## src/rtl/sfx_tone_player_if.sv

```systemverilog
// Event and audio bundle between the volume display stage, the tone player and the codec side.
interface sfx_tone_player_if;
  logic        sound_en;
  logic        step_trig;
  logic        shot_trig;
  logic        hit_trig;
  logic        tone_out;
  logic [15:0] audio_sample;
  logic        busy;
  logic [1:0]  effect_id;

  modport master (
    output sound_en, step_trig, shot_trig, hit_trig,
    input  tone_out, audio_sample, busy, effect_id
  );

  modport slave (
    input  sound_en, step_trig, shot_trig, hit_trig,
    output tone_out, audio_sample, busy, effect_id
  );
endinterface

```

## src/rtl/sfx_tone_player.sv

```systemverilog
// Square-wave sound effect sequencer: three prioritised 4-note effects,
// each note followed by a silent gap, muted and held idle while sound_en is low.
module sfx_tone_player #(
  parameter int unsigned NOTE_CYCLES = 3_000_000,
  parameter int unsigned GAP_CYCLES  = 500_000,
  parameter int unsigned TONE_UNIT   = 25,
  parameter logic [15:0] AMPLITUDE   = 16'h2000
) (
  input logic              clk,
  input logic              reset,
  sfx_tone_player_if.slave sfx
);

  typedef enum logic [1:0] {
    IDLE,
    NOTE,
    GAP
  } state_e;

  localparam logic [31:0] NOTE_LAST     = 32'(NOTE_CYCLES - 1);
  localparam logic [31:0] GAP_LAST      = 32'(GAP_CYCLES - 1);
  localparam logic [31:0] UNIT          = 32'(TONE_UNIT);
  localparam logic [15:0] NEG_AMPLITUDE = ~AMPLITUDE + 16'd1;

  state_e      state_q, state_d;
  logic [1:0]  effectId_q, effectId_d;
  logic [1:0]  noteIdx_q, noteIdx_d;
  logic [31:0] durCnt_q, durCnt_d;
  logic [31:0] gapCnt_q, gapCnt_d;
  logic [31:0] phCnt_q, phCnt_d;
  logic        tone_q, tone_d;
  logic [15:0] sample_q, sample_d;
  logic        busy_q, busy_d;

  // Trigger levels as {hit, shot, step}: sampled copy and the copy one cycle older.
  logic [2:0]  trigS_q;
  logic [2:0]  trigPrev_q;
  logic [1:0]  warm_q;

  logic [2:0]  trigRise;
  logic [1:0]  riseId;
  logic        startReq;
  logic [31:0] hpCur;

  // Half-period of a note in TONE_UNIT units; 0 marks a rest.
  function automatic logic [31:0] halfPeriodUnits(input logic [1:0] id, input logic [1:0] idx);
    logic [31:0] units;
    units = 32'd0;
    case (id)
      2'd1: units = (idx < 2'd2) ? 32'd3200 : 32'd0;
      2'd2: begin
        case (idx)
          2'd0:    units = 32'd1000;
          2'd1:    units = 32'd1250;
          2'd2:    units = 32'd1500;
          default: units = 32'd2000;
        endcase
      end
      2'd3: units = idx[0] ? 32'd5000 : 32'd4000;
      default: units = 32'd0;
    endcase
    return units;
  endfunction

  // Rises are only trusted once both history registers hold post-reset samples,
  // so a trigger that was already high through reset counts as a level, not an event.
  assign trigRise = (warm_q == 2'd2) ? (trigS_q & ~trigPrev_q) : 3'b000;
  assign riseId   = trigRise[2] ? 2'd3 :
                    trigRise[1] ? 2'd2 :
                    trigRise[0] ? 2'd1 : 2'd0;
  assign startReq = (riseId != 2'd0) && ((state_q == IDLE) || (riseId > effectId_q));
  assign hpCur    = halfPeriodUnits(effectId_q, noteIdx_q) * UNIT;

  // Next-state logic: mute beats start, start beats normal note/gap sequencing.
  always_comb begin
    state_d    = state_q;
    effectId_d = effectId_q;
    noteIdx_d  = noteIdx_q;
    durCnt_d   = durCnt_q;
    gapCnt_d   = gapCnt_q;
    phCnt_d    = phCnt_q;
    tone_d     = tone_q;
    sample_d   = 16'd0;
    busy_d     = 1'b0;

    if (!sfx.sound_en) begin
      state_d    = IDLE;
      effectId_d = 2'd0;
      noteIdx_d  = 2'd0;
      durCnt_d   = 32'd0;
      gapCnt_d   = 32'd0;
      phCnt_d    = 32'd0;
      tone_d     = 1'b0;
    end else if (startReq) begin
      state_d    = NOTE;
      effectId_d = riseId;
      noteIdx_d  = 2'd0;
      durCnt_d   = 32'd0;
      gapCnt_d   = 32'd0;
      phCnt_d    = 32'd0;
      tone_d     = (halfPeriodUnits(riseId, 2'd0) != 32'd0);
    end else begin
      case (state_q)
        NOTE: begin
          if (hpCur != 32'd0) begin
            if (phCnt_q == hpCur - 32'd1) begin
              phCnt_d = 32'd0;
              tone_d  = ~tone_q;
            end else begin
              phCnt_d = phCnt_q + 32'd1;
            end
          end
          if (durCnt_q == NOTE_LAST) begin
            state_d  = GAP;
            durCnt_d = 32'd0;
            phCnt_d  = 32'd0;
            gapCnt_d = 32'd0;
            tone_d   = 1'b0;
          end else begin
            durCnt_d = durCnt_q + 32'd1;
          end
        end
        GAP: begin
          tone_d = 1'b0;
          if (gapCnt_q == GAP_LAST) begin
            gapCnt_d = 32'd0;
            if (noteIdx_q == 2'd3) begin
              state_d    = IDLE;
              effectId_d = 2'd0;
              noteIdx_d  = 2'd0;
            end else begin
              state_d   = NOTE;
              noteIdx_d = noteIdx_q + 2'd1;
              tone_d    = (halfPeriodUnits(effectId_q, noteIdx_q + 2'd1) != 32'd0);
            end
          end else begin
            gapCnt_d = gapCnt_q + 32'd1;
          end
        end
        default: begin
          tone_d = 1'b0;
        end
      endcase
    end

    busy_d = (state_d != IDLE);
    if ((state_d == NOTE) && (halfPeriodUnits(effectId_d, noteIdx_d) != 32'd0)) begin
      sample_d = tone_d ? AMPLITUDE : NEG_AMPLITUDE;
    end
  end

  // State, counters, registered outputs and trigger history; reset wins over everything.
  always_ff @(posedge clk) begin
    if (reset) begin
      state_q    <= IDLE;
      effectId_q <= 2'd0;
      noteIdx_q  <= 2'd0;
      durCnt_q   <= 32'd0;
      gapCnt_q   <= 32'd0;
      phCnt_q    <= 32'd0;
      tone_q     <= 1'b0;
      sample_q   <= 16'd0;
      busy_q     <= 1'b0;
      trigS_q    <= 3'b000;
      trigPrev_q <= 3'b000;
      warm_q     <= 2'd0;
    end else begin
      state_q    <= state_d;
      effectId_q <= effectId_d;
      noteIdx_q  <= noteIdx_d;
      durCnt_q   <= durCnt_d;
      gapCnt_q   <= gapCnt_d;
      phCnt_q    <= phCnt_d;
      tone_q     <= tone_d;
      sample_q   <= sample_d;
      busy_q     <= busy_d;
      trigS_q    <= {sfx.hit_trig, sfx.shot_trig, sfx.step_trig};
      trigPrev_q <= trigS_q;
      if (warm_q != 2'd2) begin
        warm_q <= warm_q + 2'd1;
      end
    end
  end

  assign sfx.tone_out     = tone_q;
  assign sfx.audio_sample = sample_q;
  assign sfx.busy         = busy_q;
  assign sfx.effect_id    = effectId_q;

endmodule

```

## src/flat_wrapper.sv

```systemverilog
// flat-port wrapper written by rule: the top's interface ports become plain ports
module sfx_tone_player_flat 
#(
  parameter int unsigned NOTE_CYCLES = 3_000_000,
  parameter int unsigned GAP_CYCLES  = 500_000,
  parameter int unsigned TONE_UNIT   = 25,
  parameter logic [15:0] AMPLITUDE   = 16'h2000
)
  (clk, reset, sfx_sound_en, sfx_step_trig, sfx_shot_trig, sfx_hit_trig, sfx_tone_out, sfx_audio_sample, sfx_busy, sfx_effect_id);
  sfx_tone_player_if sfx_i ();
  input logic clk;
  input logic reset;
  input wire logic [$bits(sfx_i.sound_en)-1:0] sfx_sound_en;
  input wire logic [$bits(sfx_i.step_trig)-1:0] sfx_step_trig;
  input wire logic [$bits(sfx_i.shot_trig)-1:0] sfx_shot_trig;
  input wire logic [$bits(sfx_i.hit_trig)-1:0] sfx_hit_trig;
  output wire logic [$bits(sfx_i.tone_out)-1:0] sfx_tone_out;
  output wire logic [$bits(sfx_i.audio_sample)-1:0] sfx_audio_sample;
  output wire logic [$bits(sfx_i.busy)-1:0] sfx_busy;
  output wire logic [$bits(sfx_i.effect_id)-1:0] sfx_effect_id;
  assign sfx_i.sound_en = sfx_sound_en;
  assign sfx_i.step_trig = sfx_step_trig;
  assign sfx_i.shot_trig = sfx_shot_trig;
  assign sfx_i.hit_trig = sfx_hit_trig;
  assign sfx_tone_out = sfx_i.tone_out;
  assign sfx_audio_sample = sfx_i.audio_sample;
  assign sfx_busy = sfx_i.busy;
  assign sfx_effect_id = sfx_i.effect_id;
  sfx_tone_player #(.NOTE_CYCLES(NOTE_CYCLES), .GAP_CYCLES(GAP_CYCLES), .TONE_UNIT(TONE_UNIT), .AMPLITUDE(AMPLITUDE)) u_core (.clk(clk), .reset(reset), .sfx(sfx_i));
endmodule
```

## config.mk

```make
export PLATFORM = sky130hd
export DESIGN_NAME = sfx_tone_player_flat
export DESIGN_NICKNAME = d
export VERILOG_FILES = /design/src/rtl/sfx_tone_player_if.sv /design/src/rtl/sfx_tone_player.sv /design/src/flat_wrapper.sv
export SDC_FILE = /design/constraint.sdc
export NUM_CORES = 1
export LEC_CHECK = 0
export ABC_AREA = 1
export BUFFER_PORTS_ARGS = -buffer_cell sky130_fd_sc_hd__buf_2
export CAP_MARGIN = 10
export CORE_MARGIN = 2
export CORE_UTILIZATION = 50
export DETAILED_ROUTE_END_ITERATION = 6
export PLACE_DENSITY = 0.69
export SLEW_MARGIN = 20
export SYNTH_ARGS = -nofsm -noshare
export SYNTH_HDL_FRONTEND = slang
export SYNTH_SLANG_ARGS = --single-unit
```

## constraint.sdc

```tcl
create_clock -name clk -period 4.68 [get_ports clk]
set_clock_uncertainty 0.2 [all_clocks]
set_input_delay 1.17 -clock clk [delete_from_list [all_inputs] [get_ports clk]]
set_output_delay 1.17 -clock clk [all_outputs]
set_load 0.05 [all_outputs]
```

======== Yosys cells after proc, flatten, opt, wreduce, memory -nomap -nowiden ========
Cells that the tools add are included.
cells by class
  reductions and logical operators ........ 19
  $lt $le $gt $ge ......................... 4
  add/subtract/negate cells ............... 6
  $mul .................................... 1
  equal/unequal tests ..................... 25
  bitwise operators ....................... 5
  muxes and demuxes ....................... 56
operators with widths
  operator               number
  $mux 32                13
  $pmux 32 s3            3
  $reduce_bool 32->1     4
  $pmux 11 s3            3
  $add 32x1->32 const B  3
  $pmux 32 s2            1
  $mux 13                3
  $mux 12                3
  $pmux 12 s3            1
  $eq 32x19->1 const B   1
  $eq 32x22->1 const B   1
  $eq 32x32->1           1
  $mul 32x5->32 const B  1
  $mux 2                 16
  $sub 32x1->32 const B  1
  $eq 2x2->1 const B     12
  $eq 2x1->1 const B     8
  $mux 16                1
  $mux 1                 9
  $logic_not 2->1        4
  $reduce_bool 2->1      4
  $lt 2x2->1 const B     3
  $add 2x1->2 const B    2
  $pmux 2 s2             1
  other kinds (13)       17
storage, ports and cells
  bits of input ports ..................... 6
  logic and storage cells ................. 128
  register bits ........................... 128

======== Longest topological paths before layout ========
Gate-level depths: netlist (run 1).
  depth in word-level cells ............... 18
  gate-level depth with buffers ........... 37
  depth with buffers taken out ............ 37

======== Worst setup path after synthesis (run 1) ========
No wires, ideal clock.
  path kind ............................... register to register
  from .................................... reg u_core.noteIdx_q[0]
  to ...................................... reg u_core.phCnt_q[16]
  stages on the path, launching flop included .. 31
  clock period less this slack ............ 5.126 ns
  slack ................................... -0.446 ns
  setup time .............................. 0.066 ns
  data arrival time ....................... 4.860 ns
  buffers on the path ..................... 1
  data required time ...................... 4.414 ns
  path through ............................ dfxtp_1 > inv_1 > ha_1 > or2_2 > a31oi_1 > inv_1 > ha_1 > ha_1 > fa_1 > ha_1 > nand2_1 > nand2_1 > a21oi_2 > nand2_1 > nand2_1 > nand2_2 > nor2_4 > nand3_2 > nor2_4 > nand2_4 > nand2_2 > nand2_2 > nand2_1 > nor2_1 > nand2_1 > nor2_1 > and2_4 > nor3_4 > buf_6 > nand3b_2 > a21oi_2
between the ends
  cells in the longest elaborated chain, start to end .. 9
ends and longest elaborated chain
  element                                 RTL line                                      text
  start, declared                         sfx_tone_player.sv:27                         logic [1:0] noteIdx_q, noteIdx_d;
  start signal, assigned                  sfx_tone_player.sv:170                        noteIdx_q <= noteIdx_d;
  $eq 2x2->1 (tied with other cells)      sfx_tone_player.sv:52                         case (idx)
  $pmux 11 s3 or $mux 12 (tied branches)  sfx_tone_player.sv:52, sfx_tone_player.sv:50
  $pmux 32 s3 *                           sfx_tone_player.sv:49                         case (id)
  $mul 32x5->32 *                         sfx_tone_player.sv:72                         assign hpCur = halfPeriodUnits(effectId_q, noteIdx_q) * UNIT;
  $sub 32x1->32                           sfx_tone_player.sv:106                        if (phCnt_q == hpCur - 32'd1) begin
  $eq 32x32->1                            sfx_tone_player.sv:106
  $mux 32                                 sfx_tone_player.sv:106
  $mux 32                                 sfx_tone_player.sv:105                        if (hpCur != 32'd0) begin
  $mux 32                                 sfx_tone_player.sv:113                        if (durCnt_q == NOTE_LAST) begin
  end signal, assigned                    sfx_tone_player.sv:173                        phCnt_q <= phCnt_d;
  end, declared                           sfx_tone_player.sv:30                         logic [31:0] phCnt_q, phCnt_d;
Every way passes the cells marked *; elsewhere a longest branch is shown, timed or not. The select of a mux whose other input is x is not followed.
A chain may end at the register's enable or synchronous reset.

======== Worst setup path after layout (run 1) ========
  from .................................... reg u_core.noteIdx_q[1]
  to ...................................... reg u_core.phCnt_q[17]
The elaborated chain is that of the path after synthesis.

==> summary.txt, run 1 <==
Clock network
  – Max H-tree Level: 4
  – CTS tree: yes
  – Clock root buffer: clkbuf_16
  – Clock transition at the registers of the reported paths: 0.07 ns
  – CTS max path bufs: 2
  – Clock Sinks: 114
  – Total CTS buffers: 17
  – Number of hold buffers added after cts: 0
  – Clk_lat worst skew: approximately 0.43 ns

Pwr
  – P per Cell Area: 381 nW/um2
  – Logic pwr share: 0.469
  – Overall power: 4.32 mW
  – Net Sw Power: 1.66 mW
  – Pleak: a little over 5 nW
  – Internal power: 2.66 mW
  – Maximum vdd drop: ~480 uV
  – Sw Share: 0.385
  – Sequential Power Share: 0.230
  – Clock Power Share: 0.301

GRT
  – Antenna violations before repair: 0
  – Gr ovfl total: 0
  – Largest net degree at the start of global routing: 37
  – All-layer global routing usage: 0.261
  – Number of global-route vias before repair: 8,730
  – First-pass GRT wire length: 39.6 mm

Yosys
  – Post-synthesis async set-or-reset flop share: 0
  – Synth unique cells: 57
  – Post-synthesis sequential area ratio: 0.256
  – Synth warnings: 0
  – Post-synth top area share: 0.256
  – Synthesized cell area: 8900 um2
  – Synth Flop Type: dfxtp_1
  – Post-Syn Instances: approximately 1,400
  – Top cells by area, synth: dfxtp_1, nand2_1, inv_1
  – Synth area leader: dfxtp_1
  – Count leader, synth: nand2_1
  – EDFF count, synth: 0
  – Syn avg cell area: 6.48 um2
  – Post-synth top cells: nand2_1, inv_1, nor2_1
  – Flops & latches, synth: ~110

Place
  – # port buffers: 12
  – Routability cong.: 0.920
  – HPWL Detailed: 17.9 mm
  – Placed cells: roughly 1,700
  – Dpl ws: -0.587 ns

STA
  – Min Tclk post-route: 5.19 ns
  – Final hold vios: 0
  – Slew headroom: 0.440
  – Worst Tran Pin Value: roughly 0.83 ns
  – Final Slew Violations: 0
  – Min setup slack post-route: -0.509 ns
  – Setup Viol. Count Final: 34
  – F_max: just under 0.2 GHz
  – RSZ-0062 raised after global routing: yes
  – Final period utilization: 1.11

Critical path
  – Worst R2R Path Depth: 33
  – Crit path capture type: register
  – Crit path DAT: 5.30 ns
  – Startpoint types: register
  – Crit Path Max Fanout: 6
  – WP data required: 4.79 ns
  – Critical path's slowest cell: fa_1
  – CP max stage delay: about 0.5 ns
  – WS Path Type: reg2reg

Floorplanning
  – Cell Rows: 48
  – Chip Height: 137 um
  – Starting Density: 0.513
  – # IOs: 26
  – Die X: 137 um
  – Die ar.: about 19,000 um2
  – Core Region: 17,400 um2

Detailed routing
  – Via count: 9,304
  – DRC: 0
  – Initial DRC count: ~570
  – DRT Pass-1 Iters: 7
  – DR WL/cell: approximately 14 um
  – Detail Route Antenna Nets: 0
  – Routed WL: 24.5 mm
  – Vias/cell: 5.31

Min path
  – Hold/Removal Path Class: reg2reg
  – Hold Path Stages: 2

Outcome
  – Outcome: complete, but fails checks
  – Failing checks: negative setup slack

Final layout
  – ANT cells: 0
  – Layout cells sized above 1: 0.237
  – Area Overhead vs Synth: 27.2%
  – Fillers: 1,534
  – Fin cells: 1,753
  – Layout Utilization: 0.652
  – Final nets: 1,585

Flow run
  – Max-cap viol count: 0
-- stage by stage --
| stage | area (um2) | TNS [ns] | hold slack (ns) |
|---|---|---|---|
| global route | 11300 | -23.16 | 0.241 |
| global placement | 10000 | -16.00 | 0.208 |
| detailed placement | 10000 | -17.67 | 0.211 |
| finish | 11300 | -14.89 | 0.214 |
| CTS | 10900 | -10.82 | 0.214 |
| floorplan | 9020 | -1.73 | 0.203 |
-- cell type report --
type,count,area [um2],area share
Multi-Input combinational cell,1025,6240,0.551
Inverter,219,842,0.0744
Clock buffer,18,429,0.0379
Tap cell,225,282,0.0249
Clock inverter,14,155,0.0137
Timing Repair Buffer,138,1080,0.0950
Sequential cell,114,2290,0.203
-- flip-flops by register name (all words and copies together) (netlist names), 3 cells and up --
name               cells
u_core.phCnt_q        32
u_core.gapCnt_q       32
u_core.trigPrev_q      3
u_core.durCnt_q       32
u_core.trigS_q         3
-- what timing repair did --
item                                    4_1_cts  5_1_grt
buffers inserted                              8       11
pin swaps                                    17       36
gates cloned                                  1        1
gates resized for setup                      56       75
endpoints found under the setup margin       34       34
-- placed cells by master, fill, tap and decap left out, drive strengths merged, types with 2 or more instances in the layout --
| master | count |
|---|---|
| fa | 7 |
| nor4 | 23 |
| nand3 | 107 |
| nand2 | 333 |
| clkinvlp | 5 |
| o2111a | 2 |
| nor3b | 4 |
| dfxtp | 114 |
| nor2 | 186 |
| nand3b | 6 |
| xor2 | 36 |
| buf | 137 |
| or2 | 5 |
| and2 | 3 |
| a21oi | 60 |
| o22ai | 7 |
| o21ai | 55 |
| ha | 57 |
| inv | 220 |
| nor3 | 49 |
| bufinv | 2 |
| nand4 | 37 |
| o31ai | 4 |
| xnor2 | 3 |
| o211ai | 5 |
| a211oi | 7 |
| clkbuf | 19 |
| a31oi | 7 |
| conb | 13 |
| clkinv | 6 |
-- cells by family (layout without fill, tap and decap cells) --
| group | count (synthesis) | after routing | synth area share |
|---|---|---|---|
| compound gates | 155 | 155 | 0.103 |
| xor+xnor | 39 | 39 | 0.0384 |
| fa+ha+maj | 64 | 64 | 0.0958 |
| buf+inv | 247 | 389 | 0.114 |
| flops | 114 | 114 | 0.256 |
| other cells | 1 | 13 | 0.000421 |
| simple gates | 754 | 754 | 0.393 |
-- power by group through the flow --
stage | logic [mW] | registers, mW | clock network [mW]
after CTS | 1.85 | 0.992 | 1.31
after detailed placement | 1.75 | 1.01 | 0
after global placement | 1.74 | 1.01 | 0
after floorplan | 1.10 | 1.02 | 0
after global routing | 2.23 | 0.994 | 1.35
final | 2.02 | 0.993 | 1.30
-- metal layers --
layer	GRT usage	routed length [um]	up-vias
li1	-	-	4747
met1	0.330	10900	4231
met2	0.451	11800	282
met3	0.0419	1290	44
met4	0.0836	484	0
met5	0	0	-
-- worst max-delay path, delay by kind of cell, from the launching register on --
family | cells | cell delay, ns
AND/OR/NAND/NOR | 18 | 1.96
buffers and inverters | 7 | 0.64
AO/OA/AOI/OAI | 3 | 0.40
adder cells (fa/ha/maj) | 5 | 1.45
flip-flops | 1 | 0.39
-- worst paths after layout --
| check | start | endpoint | slack [ns] |
|---|---|---|---|
| setup / recovery | u_core.noteIdx_q[1]$_SDFF_PP0_ | u_core.phCnt_q[17]$_SDFFE_PP0P_ | -0.51 |
| hold / removal | u_core.trigS_q[0]$_SDFF_PP0_ | u_core.trigPrev_q[0]$_SDFF_PP0_ | 0.21 |
| setup reg to reg | u_core.noteIdx_q[1]$_SDFF_PP0_ | u_core.phCnt_q[17]$_SDFFE_PP0P_ | -0.51 |
| hold reg to reg | u_core.trigS_q[0]$_SDFF_PP0_ | u_core.trigPrev_q[0]$_SDFF_PP0_ | 0.21 |
Note: power is estimated with default switching activity, not from simulation.
==> inputs of run 2 (changes only) <==
--- a/config.mk
+++ b/config.mk
@@ -12,6 +12,7 @@
 export CORE_UTILIZATION = 50
 export DETAILED_ROUTE_END_ITERATION = 6
 export PLACE_DENSITY = 0.69
+export REMOVE_ABC_BUFFERS = 1
 export SLEW_MARGIN = 20
 export SYNTH_ARGS = -nofsm -noshare
 export SYNTH_HDL_FRONTEND = slang
==> run 2 against run 1 <==
  * The flow still finishes with violations (negative setup slack)
  * Critical path depth did not move
  * Final cell count grew 1.0%
  * Worst hold slack improved by 0.0044 ns
  * Critical path type unchanged
==> summary.txt, run 2 (synthesized netlist as in run 1, its figures left out) <==
Floorplanning
  – Die X: 137 um
  – Chip Height: 137 um
  – # IOs: 26
  – Starting Density: 0.513
  – Die ar.: about 19,000 um2
  – Core Region: 17,400 um2
  – Cell Rows: 48

Detailed routing
  – Detail Route Antenna Nets: 0
  – DRC: 0
  – Via count: 9,740
  – Routed WL: 26.8 mm
  – DR WL/cell: 15.1 um
  – Initial DRC count: 640
  – DRT Pass-1 Iters: 6
  – Vias/cell: 5.50

Final layout
  – Layout Utilization: 0.683
  – Area Overhead vs Synth: 33.1%
  – Final instance area: 11,900 um2
  – Most common cell after layout, fill and taps aside: nand2_1
  – ANT cells: 0
  – Biggest regs: u_core.durCnt_q x32, u_core.gapCnt_q x32, u_core.phCnt_q x32
  – Layout cells sized above 1: 0.272
  – Most frequent cells in the layout: nand2_1, inv_1, nor2_1
  – Final nets: 1,605
  – Fin cells: 1,771

Clock network
  – Max H-tree Level: 4
  – Clock Sinks: 114
  – Total CTS buffers: 17
  – Clock root buffer: clkbuf_16
  – CTS max path bufs: 2
  – CTS tree: yes
  – Number of hold buffers added after cts: 0
  – Clk_lat worst skew: 0.41 ns
  – Clock transition at the registers of the reported paths: 0.05 ns

Flow run
  – Max-cap viol count: 0

GRT
  – Number of global-route vias before repair: 9,189
  – Antenna violations before repair: 0
  – Largest net degree at the start of global routing: 37
  – First-pass GRT wire length: 41.9 mm
  – Gr ovfl total: 0
  – All-layer global routing usage: 0.275

Critical path
  – Crit path capture type: register
  – Worst R2R Path Depth: 33
  – WP data required: between 4 and 5 ns
  – Crit path DAT: approximately 5.3 ns
  – Crit Path Max Fanout: 6
  – Startpoint types: register
  – WS Path Type: reg2reg
  – Critical path's slowest cell: fa_1
  – R2r endpoint: u_core.phCnt_q[3]$_SDFFE_PP0P_
  – Worst reg2reg path startpoint: u_core.noteIdx_q[0]$_SDFF_PP0_
  – CP max stage delay: 0.52 ns
  – FF-to-FF setup slack: -0.51 ns

Place
  – Post-DP Area: 9930 um2
  – HPWL Detailed: 17.6 mm
  – # port buffers: 12
  – Routability cong.: 0.915
  – Dpl ws: -0.672 ns
  – Placed cells: ~1,700

STA
  – Final hold vios: 0
  – Final Slew Violations: 0
  – Setup Viol. Count Final: 34
  – Min Tclk post-route: 5.19 ns
  – F_max: 0.193 GHz
  – Min setup slack post-route: -0.507 ns
  – Final worst hold slack: 0.219 ns
  – TNS Setup: -14.34 ns
  – Final period utilization: 1.11
  – RSZ-0062 raised after global routing: yes
  – Slew headroom: 0.485
  – Worst Tran Pin Value: 0.765 ns

Min path
  – Hold Path Stages: 2
  – Hold Path End: u_core.trigPrev_q[2]$_SDFF_PP0_
  – Hold/Removal Path Class: reg2reg
  – Worst hold path startpoint: u_core.trigS_q[2]$_SDFF_PP0_

Outcome
  – Failing checks: negative setup slack
  – Outcome: complete, but fails checks

Pwr
  – P per Cell Area: 401 nW/um2
  – Pleak: 5.12 nW
  – Overall power: 4.75 mW
  – Maximum vdd drop: between 300 and 400 uV
[run 2: cell type report]
cell class | count | area (um2)
clock buffers | 19 | 443
clock inverters | 11 | 210
flip-flops and latches | 114 | 2290
multi-input cells | 1025 | 6550
repair buffers | 158 | 1250
inverters | 219 | 830
well taps | 225 | 282
fillers | 1388 | 5500
[run 2: critical path: cells and delay by family, from the launching register on]
family / cells / cell delay [ns]
adders and majority gates: 5 / 1.56
DFF: 1 / 0.38
buffers and inverters: 8 / 0.84
and+or+nand+nor: 19 / 2.00
AOI/OAI and AO/OA: 1 / 0.12
[run 2: what timing repair did]
action / in CTS / in global routing
gates resized for setup: 156 / 59
cloned: 0 / 1
pin swaps: 88 / 45
buffers inserted: 27 / 13
endpoints found under the setup margin: 34 / 34
[run 2: where the power goes]
group          internal, mW  switching (mW)  total, mW  leakage, nW
combinational          1.02            1.28       2.31         3.89
sequential            0.985         0.00985      0.994        0.922
clock                  1.00           0.448       1.45        0.315
[run 2: worst max-delay path by stage]
stage | startpoint | endpoint | slack [ns] | cells after the start
floorplan | u_core.noteIdx_q[0]$_SDFF_PP0_ | u_core.phCnt_q[28]$_SDFFE_PP0P_ | -0.91 | 27
global placement | u_core.noteIdx_q[0]$_SDFF_PP0_ | u_core.sfx.tone_out$_SDFF_PP0_ | -0.59 | 33
detailed placement | u_core.noteIdx_q[0]$_SDFF_PP0_ | u_core.sfx.tone_out$_SDFF_PP0_ | -0.67 | 35
CTS | u_core.noteIdx_q[0]$_SDFF_PP0_ | u_core.phCnt_q[3]$_SDFFE_PP0P_ | -0.24 | 35
global route | u_core.noteIdx_q[0]$_SDFF_PP0_ | u_core.sfx.tone_out$_SDFF_PP0_ | -0.70 | 37
finish | u_core.noteIdx_q[0]$_SDFF_PP0_ | u_core.phCnt_q[3]$_SDFFE_PP0P_ | -0.51 | 33
[run 2: per-layer routing]
layer  vias to the layer above  GRT usage  wire, um
met1                      4487      0.329     11300
met5                         -          0         0
li1                       4780          -         -
met2                       363      0.473     13000
met3                       110     0.0493      1330
met4                         0      0.136      1050
